--- src/rtl/fetch_prefetch_unit.sv ---
// Instruction-fetch front end: single-outstanding req/ack fetcher feeding a small
// {pc, instr} prefetch FIFO, with stall hold and branch redirect.
module fetch_prefetch_unit #(
    parameter int DEPTH = 4,
    parameter int AW    = 8,
    parameter int IW    = 16
) (
    input  logic          clk,
    input  logic          reset,
    input  logic          StallF,
    input  logic          PCSrcE,
    input  logic [AW-1:0] BranchTargetE,
    output logic [AW-1:0] PC,
    output logic [IW-1:0] InstrF,
    output logic          InstrValidF,
    output logic          imem_req,
    output logic [AW-1:0] imem_addr,
    input  logic          imem_ack,
    input  logic [IW-1:0] imem_rdata
);

    // state    | meaning
    // REQ_IDLE | no request outstanding
    // REQ_BUSY | request outstanding, response will be pushed
    // REQ_DROP | request outstanding, response belongs to a flushed path
    typedef enum logic [1:0] {
        REQ_IDLE = 2'd0,
        REQ_BUSY = 2'd1,
        REQ_DROP = 2'd2
    } req_state_t;

    localparam int PW = (DEPTH > 1) ? $clog2(DEPTH) : 1;
    localparam int CW = $clog2(DEPTH + 1);

    req_state_t    state;
    req_state_t    state_next;

    logic [AW-1:0] pc_mem    [DEPTH];
    logic [IW-1:0] instr_mem [DEPTH];
    logic [PW-1:0] head;
    logic [PW-1:0] tail;
    logic [CW-1:0] count;
    logic [AW-1:0] fetch_pc;
    logic [AW-1:0] last_pc;
    logic [AW-1:0] addr_q;

    logic          issue;
    logic          push;
    logic          pop;

    always_comb begin
        state_next = state;
        issue      = 1'b0;
        case (state)
            REQ_IDLE: begin
                // Only issue when a FIFO slot is free, so the response can never overflow.
                if (!PCSrcE && (count < CW'(DEPTH))) begin
                    issue      = 1'b1;
                    state_next = REQ_BUSY;
                end
            end
            REQ_BUSY: begin
                if (imem_ack) begin
                    state_next = REQ_IDLE;
                end else if (PCSrcE) begin
                    state_next = REQ_DROP;
                end
            end
            REQ_DROP: begin
                if (imem_ack) begin
                    state_next = REQ_IDLE;
                end
            end
            default: state_next = REQ_IDLE;
        endcase
    end

    always_ff @(posedge clk or negedge reset) begin
        if (!reset) begin
            state <= REQ_IDLE;
        end else begin
            state <= state_next;
        end
    end

    assign imem_req    = (state != REQ_IDLE);
    assign imem_addr   = addr_q;
    assign InstrValidF = (count != '0);
    assign PC          = InstrValidF ? pc_mem[head] : last_pc;
    assign InstrF      = InstrValidF ? instr_mem[head] : '0;

    assign push = (state == REQ_BUSY) && imem_ack && !PCSrcE;
    assign pop  = InstrValidF && !StallF && !PCSrcE;

    always_ff @(posedge clk or negedge reset) begin
        if (!reset) begin
            addr_q <= '0;
        end else if (issue) begin
            addr_q <= fetch_pc;
        end
    end

    always_ff @(posedge clk or negedge reset) begin
        if (!reset) begin
            head     <= '0;
            tail     <= '0;
            count    <= '0;
            fetch_pc <= '0;
            last_pc  <= '0;
        end else begin
            last_pc <= PC;
            if (PCSrcE) begin
                head     <= '0;
                tail     <= '0;
                count    <= '0;
                fetch_pc <= BranchTargetE;
            end else begin
                if (push) begin
                    tail     <= tail + PW'(1);
                    fetch_pc <= fetch_pc + AW'(1);
                end
                if (pop) begin
                    head <= head + PW'(1);
                end
                case ({push, pop})
                    2'b10:   count <= count + CW'(1);
                    2'b01:   count <= count - CW'(1);
                    default: count <= count;
                endcase
            end
        end
    end

    // Storage needs no reset: entries are only visible while count covers them.
    always_ff @(posedge clk) begin
        if (push) begin
            pc_mem[tail]    <= imem_addr;
            instr_mem[tail] <= imem_rdata;
        end
    end

endmodule

--- config.mk ---
export PLATFORM = sky130hd
export DESIGN_NAME = fetch_prefetch_unit
export DESIGN_NICKNAME = d
export VERILOG_FILES = /design/src/rtl/fetch_prefetch_unit.sv
export SDC_FILE = /design/constraint.sdc
export NUM_CORES = 1
export LEC_CHECK = 0
export CAP_MARGIN = 20
export CORE_ASPECT_RATIO = 2
export CORE_MARGIN = 8
export CORE_UTILIZATION = 45
export DETAILED_ROUTE_END_ITERATION = 8
export PLACE_DENSITY = 0.66
export RECOVER_POWER = 100
export SYNTH_ARGS = -nofsm -noshare
export SYNTH_HDL_FRONTEND = slang
export SYNTH_SLANG_ARGS = --single-unit
--- constraint.sdc ---
create_clock -name clk -period 3.32 [get_ports clk]
set_clock_uncertainty 0.1 [all_clocks]
set_input_delay 0.332 -clock clk [delete_from_list [all_inputs] [get_ports clk]]
set_output_delay 0.332 -clock clk [all_outputs]
set_load 0.05 [all_outputs]
# Word-level counts from Yosys, hierarchy flattened
# Memories as Yosys holds them, arrays and structs flattened.
# Index checks and enable logic that the tools add are counted.
# Widths: inputs -> output; s select.
# word_totals
romBits,0
word_cells,55
input_bits,29
output_inout_bits,34
latch_bits,0
mem_count,2
register_bits,33
ram_bits,96
# op_classes
mux,19
magnitude_cmp,1
div_mod_pow,0
multipliers,0
n_shift,0
addsub,5
reduce_logical,14
eq_ne,7
bitwise_logic,0
# mem_list
memory,words,width,rd,rd_ports_with_merged_regs,wr,line_no,text
instr_mem,4,16,1,0,1,39,logic [IW-1:0] instr_mem [DEPTH];
pc_mem,4,8,1,0,1,38,logic [AW-1:0] pc_mem [DEPTH];
# op_table
op,count
$mux 8,3
$mux 16,1
$mux 2,8
$add 8x1->8 const B,1
$pmux 2 s3,1
$pmux 3 s2,1
$reduce_bool 2->1,3
$reduce_bool 3->1,2
$logic_and 1x1->1,5
$add 2x1->2 const B,2
$eq 2x1->1 const B,2
$eq 2x2->1 const B,2
$mux 1,4
$ne 2x2->1 const B,2
$add 3x1->3 const B,1
$lt 3x3->1 const B,1
$mux 3,1
$ne 3x3->1 const B,1
$reduce_and 3->1,1
$sub 3x1->3 const B,1
$logic_not 1->1,2
$logic_not 2->1,1

# Depth between registers and ports, before layout
# logic_depth
depth_word,6
depth_mapped,8
mapped_depth_nobuf,6

# Least setup slack after synthesis
# OpenSTA, ideal clock, no wires.
# synth_timing
kind,flip-flop to flip-flop
start,register count[1]
end,register count[2]
path_stages_with_launch,8
slack_ps,824
setup_time_ps,74
path_buffers,1
t_arrival_ps,2322
period_less_slack_ps,2496
required_ps,3146
path_cell_list,dfrtp_1 -> nor3_2 -> clkbuf_1 -> nor4_1 -> fa_1 -> or4_4 -> a21o_1 -> a21oi_2
# synth_via
elab_chain_len,6
word_cells_on_any_way,10
classes_between,add/sub (2); eq/ne (2); mux (2); reduce/logical (4)
# synth_lines
element,line_no,text
from (decl),42,logic [CW-1:0] count;
from (signal assigned),126,2'b10: count <= count + CW'(1);
from (signal assigned),127,2'b01: count <= count - CW'(1);
from (signal assigned),128,default: count <= count;
$reduce_bool 3->1,88,assign InstrValidF = (count != '0);
$logic_and 1x1->1 (2 in a row),93,assign pop = InstrValidF && !StallF && !PCSrcE;
$eq 2x1->1 or $eq 2x2->1 (tied branches),125,"case ({push, pop})"
$pmux 3 s2,125,
$mux 3,112,if (PCSrcE) begin
# Several ways; a longest one is shown, not always the timed one.
# A chain may end at the register's enable or synchronous reset.

# Final worst setup path
# layout_timing
start,register head[0]
end,output PC[0]
# layout_via
elab_chain_len,2
# layout_lines
element,line_no,text
from (decl),40,logic [PW-1:0] head;
from (signal assigned),123,head <= head + PW'(1);
$mem_v2 4x8,-,
$mux 8,89,assign PC = InstrValidF ? pc_mem[head] : last_pc;
to (decl),13,"output logic [AW-1:0] PC,"
# Every way passes these cells.

==> metrics.cfg <==
[critical_path]
start_kind = register
crit_arrival_ns = 2.67
crit_type = register to primary output
rr_worst_depth = 6
cp_max_fo = 21
worstPathRequired_ns = 2.89
endpoint_kind = primary output
cp_slowest_cell = dlygate4sd3_1
worstPathCellList = mux4_2, mux2_2, dlygate4sd3_1
critical_path.max_stage_delay_ns = 0.77

[pwr]
ir_worst_vdd_mv = 0.3628
p_total_w = 0.005139
power_density_nw_per_um2 = 781.8
leakagePower_nw = 2.332

[global_route]
grt_max_degree = 29
antenna_found_initial = 0
grt_pass1_wl_mm = 15.95
grt_overflow = 0
grt_util_all_layers = 0.1397
grt_pass1_vias = 3041

[yosys]
syn_avg_cell_area_um2 = 18.23
ys_types = 43
ys_warn_count = 0
synth.net_count = 319
netlist_area_um2 = 5179
synth.ff_latch_count = 129
synth_ff_type = edfxtp_1
synth_edf_count = 96
synth.area.top_cells = edfxtp_1 (56%), dfrtp_1 (16%), mux4_2 (10%), mux2_2 (3.5%), nor2b_1 (2.2%)
synth_async_sr_flop_share = 0.2558
yosysTopAreaCell = edfxtp_1
syn-instance-count = 284
ys_seq_area_frac = 0.7161
yosysTopAreaCellShare = 0.5567

[sta]
setup_slack_ns = 0.2135
max_slew_margin = 0.2513
finalCriticalPeriod_ns = 3.107
rsz0062_at_grt = false
fin_setup_tns_ns = 0
hold_violations = 0
tightest_slew_ns = 1.123
fmax_ghz = 0.3219
setup_viol = 0
finalCritPeriodShare = 0.9357
drv_slew = 0

[cts]
cts_max_path_buffers = 2
cts_tree = done
cts-buffers-inserted = 17
htree_levels = 4
cts_setup_buffers = 0
root_buffer = clkbuf_16
clock_latency_ns = 0.41
clkSinkCount = 129
holdBufCountCts = 0
path_clk_slew_ns = 0.05

[detailed_routing]
wl_per_cell_um = 18.67
drtIter0Drc = 115
dr.pass1.iters = 4
postRouteAntennaNets = 0
post-route-drc-count = 0
vias = 2710
drt-vias-per-instance = 5.192
drt-total-wl_mm = 9.748

[final_layout]
postLayoutCoreUtil = 0.5824
layout-drive-gt1-share = 0.2263
area_delta_synth_final_pct = 26.91
regArea_um2 = 3712
antenna_cells = 0
multiInputGateArea_um2 = 1379
fin_area_um2 = 6573
fillers = 879
fin_nets = 402

[die]
die_h_um = 167.7
core_um2 = 11290
dieArea_um2 = 15410
fp-row-count = 55
initial_core_util = 0.4589
io_pins = 63
die_width_um = 91.86

[hold_path]
worstHoldPathType = primary input to asynchronous set/reset pin

[placed_design]
io_buffers = 62
place.gp.congestion = 0.6993
post_dp_cell_area_um2 = 6033
dpl.hpwl_mm = 6.571
pre_cts_slack_ns = 0.4960

[run]
maxCapViolCount = 0

[status]
status = completed

## sequential cells by signal, indices dropped and copies added (netlist names), 3 cells and up
register   cells
instr_mem     64
pc_mem        32
fetch_pc       8
count          3
last_pc        8
imem_addr      8
## cells in the mapped netlist (3+ instances only)
library cell and instances:
ha_1 5, dfrtp_1 33, mux2_2 16, clkbuf_1 8, o21ai_0 10, and2_1 4
edfxtp_1 96, inv_1 3, nor2b_1 18, nand2_1 13, nor2_1 3, a21oi_1 4
buf_2 4, mux4_2 24, xor2_1 6, xnor2_1 3
## worst paths after layout
check                                 start           to  slack, ns
setup / recovery                    head[0]        PC[0]       0.21
hold / removal                        reset     state[0]       0.14
setup reg to reg                   count[1]     count[2]       0.75
hold reg to reg                  last_pc[1]   last_pc[1]       0.40
max in group asynchronous             reset   last_pc[4]       1.22
min in group clk           BranchTargetE[1]  fetch_pc[1]       0.38
## where the power goes
group          leakage, nW  internal [W]  total [W]  switching [W]
Sequential            1.27       0.00192    0.00206       0.000136
Clock                0.286       0.00121    0.00184       0.000630
Combinational        0.772      0.000425    0.00124       0.000818
## critical path, delay by kind of cell, from the launching register on
family / cells / cell delay, ns
muxes: 2 / 0.83
buffers and inverters: 1 / 0.77
DFF: 1 / 0.67
## what timing repair did
| action | 4_1_cts | 5_1_grt |
|---|---|---|
| setup endpoints to repair | 0 | 3 |
| gates resized for setup | 0 | 1 |
| endpoints found under the hold margin | 0 | 0 |
## placed cells by master, fill, tap and decap left out, types with 2 or more instances in the layout
master	count
clkbuf_1	12
clkbuf_16	17
clkbuf_8	2
mux4_2	24
nand2_1	13
dlygate4sd3_1	44
mux2_1	3
dfrtp_1	32
inv_1	3
ha_1	5
or3_1	2
edfxtp_1	96
nor2_1	3
mux2_2	13
nor3b_1	2
and2_0	4
clkdlybuf4s50_1	10
clkinv_2	4
buf_4	5
xor2_1	6
and3_1	2
a21oi_1	4
nand3b_1	2
xnor2_1	3
nand4_1	2
clkbuf_2	8
clkinvlp_4	3
o21ai_0	10
bufinv_16	3
buf_12	2
nand3_1	2
or4_1	2
nor2b_1	18
nor4_1	2
## layout make-up
cell class                 count  area share
tap                          142     0.02703
multi-input combinational    137      0.2098
clock inverter                11     0.02075
inverter                       3    0.001713
sequential                   129      0.5648
timing repair buffer          79      0.1058
clock buffer                  21     0.07006
## stage by stage
stage,hold WS [ns],instances
2_1_floorplan,-0.06359,284
3_3_place_gp,0.3860,489
3_5_place_dp,0.3806,489
4_1_cts,0.3735,521
5_1_grt,0.1362,522
6_report,0.1384,522
## kinds of logic (layout without fill, tap and decap cells)
group,Yosys count,after routing,synth area share
xor+xnor,9,9,0.01522
compound gates,21,21,0.02441
flops,129,129,0.7161
simple gates,60,60,0.07031
buf+inv,18,114,0.01691
mux,41,41,0.1411
fa+ha+maj,6,6,0.01595
## routing by layer
layer	vias up	GRT usage	share of wire
met1	1375	0.1352	0.37
met5	-	0	0
met4	0	0.05579	0.018
met2	55	0.2531	0.57
met3	13	0.05553	0.041
li1	1267	-	-
Note: power is estimated with default switching activity, not from simulation.
==> RTL change 1, RTL diff (config.mk and constraints unchanged) <==
Reset style: synchronous (`reset`), changed in 3 clocked blocks.
--- a/src/rtl/fetch_prefetch_unit.sv
+++ b/src/rtl/fetch_prefetch_unit.sv
@@ -75,7 +75,7 @@
         endcase
     end
 
-    always_ff @(posedge clk or negedge reset) begin
+    always_ff @(posedge clk) begin
         if (!reset) begin
             state <= REQ_IDLE;
         end else begin
@@ -92,7 +92,7 @@
     assign push = (state == REQ_BUSY) && imem_ack && !PCSrcE;
     assign pop  = InstrValidF && !StallF && !PCSrcE;
 
-    always_ff @(posedge clk or negedge reset) begin
+    always_ff @(posedge clk) begin
         if (!reset) begin
             addr_q <= '0;
         end else if (issue) begin
@@ -100,7 +100,7 @@
         end
     end
 
-    always_ff @(posedge clk or negedge reset) begin
+    always_ff @(posedge clk) begin
         if (!reset) begin
             head     <= '0;
             tail     <= '0;
Formal check against the unedited RTL: differs if reset is asserted again (counterexample within 4 cycles, from zero or initial values and one cycle with reset low); with reset held inactive, the same outputs for 10 cycles.
==> RTL change 1 against the original RTL <==
- the run now ends with capacitance limit, slew limit left
- critical endpoint is now InstrF[6]
- sequential cell count up 2
- design area rose by 0.23%
- area after synthesis rose by 1.5%
- sequential share of layout area decreased by 2.1 points
- worst setup slack worse by 0.045 ns
- critical path depth increased by 1
- wire length increased by 0.15%
- utilization is 1.3 points lower
Power is not compared: it rests on default switching activity, and its combinational part moved more than twofold at a synthesized area within 25%.
==> RTL change 1: results (changes against the original RTL) <==
Yosys
  – Post-synth top cells: 96 x edfxtp_1, 35 x dfxtp_1, 28 x and2_1 (was 96 x edfxtp_1, 33 x dfrtp_1, 24 x mux4_2)
  – Async SR Flop Fraction: 0% (was 25.6%)
  – Synth area leaders: edfxtp_1 55%, dfxtp_1 13%, mux4_2 5.6% (was edfxtp_1 56%, dfrtp_1 16%, mux4_2 10%)
  – Syn Nets: 344 (was 319)

GRT
  – GR Layer Usage met3: 5.01% (was 5.55%)
  – Vias in the first global route: 3,099 (was 3,041)
  – Pin count of the biggest net entering global routing: 26 (was 29)
  – First-pass GRT wire length: 16.2 mm (was 16.0 mm)

Worst setup path
  – CP max-delay cell: clkdlybuf4s50_1 (was dlygate4sd3_1)
  – R2r setup slk: 0.71 ns (was 0.75 ns)
  – Worst Path Arrival: 2.72 ns (was 2.67 ns)
  – Worst path max stage delay: 0.70 ns (was 0.77 ns)
  – CP endpoint: InstrF[6] (was PC[0])

Placement
  – RD Place Congestion: 0.781 (was 0.699)
  – Dpl ws: 0.518 ns (was 0.496 ns)
  – Placed Area: 0.00605 mm^2 (was 0.00603 mm^2)

Run status
  – Status: complete, but fails checks (was complete, no violations)
  – Failing checks: capacitance limit, slew limit

Run
  – Max-cap viol count: 5 (was 0)

Min path
  – Min-Delay Path Class: flip-flop to flip-flop (was input pin to asynchronous set/reset pin)

STA
  – Slew Limit Fails: 109 (was 0)

Cells and area
  – NumNets Final: 421 (was 402)
  – Fill cells: 903 (was 879)

Routing
  – 1st-iter DRT viols: 108 (was 115)
  – Final wirelength: 9.76 mm (was 9.75 mm)
-- RTL change 1: per-layer routing --
metal	routed length, um	share of wire [%]
met5	0	0
met4	154	1.6
met3	669	6.9
met2	4890	50
met1	4050	42
-- RTL change 1: area by class of cell --
class / count / area, um^2 / area share (%)
Inverter: 9 / 33.8 / 0.513
Multi-Input combinational cell: 154 / 1530 / 23.3
Clock buffer: 17 / 425 / 6.46
Clock inverter: 15 / 155 / 2.36
Timing Repair Buffer: 72 / 674 / 10.2
Sequential cell: 131 / 3580 / 54.4
Tap cell: 145 / 181 / 2.75
-- RTL change 1: cell families (layout without fill, tap and decap cells) --
group,count (synthesis),in the layout,share of synthesized area (%)
DFF,131,131,68.1
and+or+nand+nor,71,71,8.66
muxes,43,43,15.1
AOI/OAI and AO/OA,28,28,3.16
buffers and inverters,23,113,2.28
adders and majority gates,7,7,1.81
xor gates and xnor gates,5,5,0.833
==> RTL change 2, RTL diff (same flow settings) <==
Made on the original files. `IW`: 16 -> 17.
--- a/src/rtl/fetch_prefetch_unit.sv
+++ b/src/rtl/fetch_prefetch_unit.sv
@@ -3,7 +3,7 @@
 module fetch_prefetch_unit #(
     parameter int DEPTH = 4,
     parameter int AW    = 8,
-    parameter int IW    = 16
+    parameter int IW    = 17
 ) (
     input  logic          clk,
     input  logic          reset,
Interface: changed (resized InstrF and imem_rdata); port bits go from 63 to 65. No check against the original RTL was run, so the function may have changed too.
==> RTL change 2 against the original RTL <==
- final cell count increased by 1.7%
- power grew 0.46%
- clock power shrank 4%
- wire length increased by 5.8%
- area after synthesis up 3.0%
- hold slack gained 0.033 ns
- worst setup slack worse by 0.064 ns
- synthesized cell count increased by 2.1%
- sequential cell count is 4 higher
- design area rose by 2.5%
==> RTL change 2: results (changes against the original RTL) <==
Run status
  – Status: complete, no violations (unchanged)

STA
  – Normalized max-slew margin: 43.7% (was 25.1%)
  – Hold slack: 0.171 ns (was 0.138 ns)

GRT
  – GR Layer Usage met3: 4.06% (was 5.55%)
  – First-pass GRT wire length: 16.8 mm (was 16.0 mm)
  – Pin count of the biggest net entering global routing: 37 (was 29)
  – Met1 Resource Use GR: 13.9% (was 13.5%)
  – GRT met2 Usage: 26.3% (was 25.3%)

Cells and area
  – NumNets Final: 409 (was 402)
  – Layout non-clock buf frac: 10.8% (was 10.6%)
  – Multi-input gates: 138 (was 137)
  – Layout cell share with drive strength beyond 1: 21.0% (was 22.6%)
  – Fill cells: 943 (was 879)
  – Clock buf/inv share: 8.60% (was 9.08%)
  – Seq/total area: 56.9% (was 56.5%)
  – Seq_cells: 133 (was 129)
  – Non-clock buffer count: 80 (was 79)
  – Multi-input gate share of total cell area: 20.8% (was 21.0%)

Worst setup path
  – FF-to-FF path depth: 7 (was 6)
  – R2r setup slk: 0.71 ns (was 0.75 ns)

Placement
  – Post-DP HPWL: 6.74 mm (was 6.57 mm)
  – RD Place Congestion: 0.775 (was 0.699)
  – PortBufs: 64 (was 62)

Yosys
  – XOR/XNOR share of the synthesized area: 1.48% (was 1.52%)
  – Synth area leaders: edfxtp_1 56%, dfrtp_1 15%, mux4_2 11% (was edfxtp_1 56%, dfrtp_1 16%, mux4_2 10%)
  – Syn Nets: 326 (was 319)
  – Proportion of synthesized area in mux cells: 14.7% (was 14.1%)
  – Post-synthesis adder-cell area fraction: 1.55% (was 1.59%)
  – Sequential-to-total area share from yosys stat: 71.8% (was 71.6%)
  – Async SR Flop Fraction: 24.8% (was 25.6%)

Routing
  – Final wirelength: 10.3 mm (was 9.75 mm)
  – Via count: 2,822 (was 2,710)
  – DRT met1 WL: 3.76 mm (was 3.62 mm)
  – DR WL met2: 5.87 mm (was 5.55 mm)
  – 1st-iter DRT viols: 288 (was 115)
  – Routed wl met3: 485 um (was 400 um)

Clock tree
  – Cts repair resizes: 1 (was 0)

Power
  – Worst vdd ir: 0.440 mV (was 0.363 mV)
  – Leak: 2.38 nW (was 2.33 nW)
-- RTL change 2: cell types whose count changed after synthesis, sizes merged, moves of 2 or more --
cell    change
nand2       -3
mux2        +2
edfxtp      +4
a21oi       -2
-- RTL change 2: metrics by stage --
stage | power, mW | setup WS (ns) | area, um^2 | std cells
2_1_floorplan | 3.03 | 0.787 | 5330 | 290
3_3_place_gp | 3.50 | 0.415 | 6230 | 498
3_5_place_dp | 3.52 | 0.400 | 6230 | 498
4_1_cts | 5.29 | 0.104 | 6810 | 530
5_1_grt | 5.37 | 0.0321 | 6730 | 531
6_report | 5.16 | 0.149 | 6730 | 531
-- RTL change 2: report_power, final --
group          leakage, nW  internal (mW)  total, mW  switching, mW
logic                0.773          0.459       1.29          0.827
registers             1.31           1.97       2.11          0.136
clock network        0.292           1.07       1.77          0.696
total                 2.38           3.50       5.16           1.66
